[src/rtl/control_unit.sv]
// Sequencing FSM for the 8-register, 16-bit datapath: walks T0..T3 per instruction and
// decodes the IIIXXXYYY instruction into bus-source selects and register load enables.
module control_unit (
    input  logic       Clock,
    input  logic       Reset,
    input  logic       Run,
    input  logic [8:0] IR,
    output logic       IRin,
    output logic [7:0] Rout,
    output logic       Gout,
    output logic       DINout,
    output logic [7:0] Rin,
    output logic       Ain,
    output logic       Gin,
    output logic [2:0] AluOp,
    output logic       Done
);
    typedef enum logic [1:0] {
        T0 = 2'b00,
        T1 = 2'b01,
        T2 = 2'b10,
        T3 = 2'b11
    } tstep_e;

    localparam logic [2:0] OP_MV  = 3'b000;
    localparam logic [2:0] OP_MVI = 3'b001;

    tstep_e     Tstep_q, Tstep_d;
    logic [2:0] opcode, reg_x, reg_y;
    logic       is_alu;

    assign opcode = IR[8:6];
    assign reg_x  = IR[5:3];
    assign reg_y  = IR[2:0];
    assign is_alu = (opcode != OP_MV) && (opcode != OP_MVI);

    // Register k maps to bit (7-k): R0 is the MSB of the one-hot select.
    function automatic logic [7:0] sel(input logic [2:0] k);
        return 8'b1000_0000 >> k;
    endfunction

    always_comb begin
        Tstep_d = Tstep_q;
        IRin    = 1'b0;
        Rout    = 8'b0;
        Gout    = 1'b0;
        DINout  = 1'b0;
        Rin     = 8'b0;
        Ain     = 1'b0;
        Gin     = 1'b0;
        AluOp   = 3'b000;
        Done    = 1'b0;
        case (Tstep_q)
            T0: begin
                IRin = Run;
                if (Run) Tstep_d = T1;
            end
            T1: begin
                if (opcode == OP_MV) begin
                    Rout    = sel(reg_y);
                    Rin     = sel(reg_x);
                    Done    = 1'b1;
                    Tstep_d = T0;
                end else if (opcode == OP_MVI) begin
                    DINout  = 1'b1;
                    Rin     = sel(reg_x);
                    Done    = 1'b1;
                    Tstep_d = T0;
                end else begin
                    Rout    = sel(reg_x);
                    Ain     = 1'b1;
                    Tstep_d = T2;
                end
            end
            T2: begin
                if (is_alu) begin
                    Rout    = sel(reg_y);
                    Gin     = 1'b1;
                    AluOp   = opcode;
                    Tstep_d = T3;
                end else begin
                    Tstep_d = T0;
                end
            end
            T3: begin
                if (is_alu) begin
                    Gout = 1'b1;
                    Rin  = sel(reg_x);
                    Done = 1'b1;
                end
                Tstep_d = T0;
            end
            default: Tstep_d = T0;
        endcase

        // Reset silences every output in the same cycle so an aborted instruction never writes back.
        if (Reset) begin
            Tstep_d = T0;
            IRin    = 1'b0;
            Rout    = 8'b0;
            Gout    = 1'b0;
            DINout  = 1'b0;
            Rin     = 8'b0;
            Ain     = 1'b0;
            Gin     = 1'b0;
            AluOp   = 3'b000;
            Done    = 1'b0;
        end
    end

    always_ff @(posedge Clock) begin
        if (Reset) Tstep_q <= T0;
        else       Tstep_q <= Tstep_d;
    end
endmodule

[config.mk]
export PLATFORM = sky130hd
export DESIGN_NAME = control_unit
export DESIGN_NICKNAME = d
export VERILOG_FILES = /design/src/rtl/control_unit.sv
export SDC_FILE = /design/constraint.sdc
export NUM_CORES = 1
export LEC_CHECK = 0
export BUFFER_PORTS_ARGS = -buffer_cell sky130_fd_sc_hd__buf_2
export CAP_MARGIN = 25
export CELL_PAD_IN_SITES_DETAIL_PLACEMENT = 1
export CELL_PAD_IN_SITES_GLOBAL_PLACEMENT = 1
export CORE_UTILIZATION = 30
export CTS_CLUSTER_SIZE = 12
export DETAILED_ROUTE_END_ITERATION = 6
export PLACE_DENSITY_LB_ADDON = 0.1
export SETUP_SLACK_MARGIN = 0.05
export SYNTH_ARGS = -nofsm -noshare
export SYNTH_HDL_FRONTEND = slang
export SYNTH_SLANG_ARGS = --single-unit
[constraint.sdc]
create_clock -name Clock -period 3.08 [get_ports Clock]
set_clock_uncertainty 0.2 [all_clocks]
set_input_delay 0.308 -clock Clock [delete_from_list [all_inputs] [get_ports Clock]]
set_output_delay 0.308 -clock Clock [all_outputs]
set_load 0.01 [all_outputs]
==> flow_metrics.py <==
metrics = {
    "route": {
        "drtIter0Drc": 5,
        "ant_nets": 0,
        "routed-via-count": 811,
        "drc": 0,
        "vias_per_cell": 5.41,
        "drt-pass1-iter-count": 2,
        "routed_wl_mm": 1.98,
        "avgRoutedWirePerCell_um": 13.2,
    },
    "cells_and_area": {
        "area_growth_pct": 28.1,
        "utilization_pct": 42.8,
        "final_nets": 142,
        "largest_registers": "Tstep_q: 2 flops",
        "layout-drive-gt1-share_pct": 44.7,
        "final_area_um2": 873,
        "fin_cells": 150,
        "largest_reg_flops": 2,
        "diodes": 0,
        "regMostFlops": "Tstep_q",
    },
    "critical_path": {
        "cp_slowest_stage_delay_ns": 0.39,
        "worst_setup_path_end_kind": "output pin",
        "crit_slowest_cell": "ha_1",
        "worstPathMaxFanout": 8,
        "setup.worst_path.start_class": "flip-flop",
        "required_ns": 2.57,
        "crit_chain": "inv_1, ha_1, nor4bb_1, buf_4, nand4b_1, o211ai_1, buf_2",
        "crit_arrival_ns": 1.89,
        "reg2reg_depth": 5,
        "worstSetupPathType": "reg -> out",
    },
    "status": {
        "status": "completed",
    },
    "die": {
        "core-area_um2": 2040,
        "boundaryPins": 37,
        "fp-row-count": 16,
        "initial_core_util_pct": 33.4,
        "fp.dieH_um": 49.7,
        "die_area_um2": 2470,
        "die_w_um": 49.7,
    },
    "timing": {
        "setup-violations-final": 0,
        "maxSlewViolCount": 0,
        "setup_tns_ns": 0,
        "holdWs_ns": 0.228,
        "min_period_ns": 2.40,
        "tightest_slew_ns": 0.428,
        "slew-limit-headroom_pct": 71.1,
        "rsz0062_at_grt": "false",
        "finalHoldViolations": 0,
        "period_share_pct": 77.9,
        "max_clock_freq_ghz": 0.417,
        "fin_ws_ns": 0.681,
    },
    "place": {
        "dp_hpwl_mm": 1.62,
        "placed_area_um2": 851,
        "routabilityCongestion": 0.746,
        "port_buffers": 36,
        "dp_worst_setup_slack_ns": 0.911,
        "dp.cells": 147,
    },
    "power_and_ir_drop": {
        "p_per_area_nw_per_um2": 190,
        "finalPower_mw": 0.166,
        "p_leak_nw": 0.401,
        "ir_drop_uv": 289,
    },
    "grt": {
        "antenna_found_initial": 0,
        "grt_use_total_pct": 17.5,
        "grt_pass1_vias": 816,
        "grt_overflow": 0,
        "grt_pass1_wl_mm": 3.42,
        "grt_max_degree": 15,
    },
    "yosys": {
        "postSynthCellCount": 90,
        "syn_area_per_cell_um2": 7.58,
        "syn_area_um2": 682,
        "synthFlopType": "dfxtp_1",
        "ys_types": 38,
        "synth_nets": 107,
        "synth-edff-count": 0,
        "yosysTopAreaCell": "nor3_2",
        "synth.top_cell.area_share_pct": 11.7,
        "synth_area_leaders": "nor3_2 12%, ha_1 9.2%, o211ai_1 8.8%",
        "synthTopCellsByCount": "8 x nor3_2, 8 x o211ai_1, 7 x nand3_1",
        "synthArstFlopShare_pct": 0,
        "seq_area_frac_synth_pct": 5.87,
        "ys_seq_elements": 2,
        "synth_warnings": 0,
    },
    "cts": {
        "post_cts_resize_count": 0,
        "clock-sinks": 2,
        "clockBufferDepth": 2,
        "hold_buffers": 0,
        "htreeDepth": 1,
        "numCtsBuffers": 3,
        "cts_tree": "done",
        "insertion_delay_ns": 0.22,
        "cts-root-buf": "clkbuf_4",
        "clk_pin_slew_ns": 0.03,
        "post_cts_buffers": 0,
    },
    "min_path": {
        "hold-path-cell-count": 2,
        "hold_class": "in -> reg",
    },
    "job": {
        "drv_cap": 0,
    },
}
worst paths after layout:
kind	slack, ns	from	end
setup / recovery	0.68	Tstep_q[1]$_SDFFE_PP0P_	Rout[6]
hold / removal	0.23	Reset	Tstep_q[1]$_SDFFE_PP0P_
setup reg to reg	1.40	Tstep_q[1]$_SDFFE_PP0P_	Tstep_q[1]$_SDFFE_PP0P_
hold reg to reg	0.32	Tstep_q[1]$_SDFFE_PP0P_	Tstep_q[1]$_SDFFE_PP0P_
area by class of cell:
cell class	instances	area (um^2)
clock buffers	3	22.5
flip-flops and latches	2	40.0
well taps	27	33.8
inverters	5	18.8
multi-input cells	76	571
fillers	281	1170
repair buffers	37	188
routing by layer:
layer | vias up | global-route usage (%) | wire (um) | share of wire (%)
li1 | 409 | - | - | -
met2 | 26 | 29.7 | 907 | 46
met3 | 0 | 3.40 | 97 | 4.9
met4 | 0 | 4.29 | 0 | 0
met5 | - | 0 | 0 | 0
met1 | 376 | 22.2 | 975 | 49
critical path: cells and delay by family (launching register included):
family / cells / cell delay, ns
buf+inv: 3 / 0.48
fa+ha+maj: 1 / 0.39
flops: 1 / 0.38
simple gates: 2 / 0.35
compound gates: 1 / 0.10
cell usage in the layout (no fill, tap or decap), types with 2 or more instances in the layout:
cell / instances
ha_1: 5
nand4b_1: 2
nand3_1: 7
nor3_1: 2
nand2_1: 2
nand4_1: 5
inv_1: 5
nand3b_1: 3
o211ai_1: 8
o21ai_0: 2
dfxtp_1: 2
clkbuf_4: 3
and2_1: 2
nor2_1: 3
and4bb_2: 2
or2_2: 2
nor2b_1: 2
and3b_1: 2
nand2b_1: 2
nor3_2: 8
buf_2: 36
nor4bb_1: 2
or3_1: 2
cell families (layout without fill, tap and decap cells):
family,Yosys count,after routing,synth area share [%]
AND/OR/NAND/NOR,57,57,60.2
AO/OA/AOI/OAI,14,14,14.3
buffers and inverters,12,45,10.5
adder cells (fa/ha/maj),5,5,9.17
flip-flops,2,2,5.87
power breakdown:
group / internal [mW] / switching [mW]
Clock: 0.0428 / 0.0130
Combinational: 0.0308 / 0.0488
Sequential: 0.0286 / 0.00225
Power figures use the tool's default switching activity.
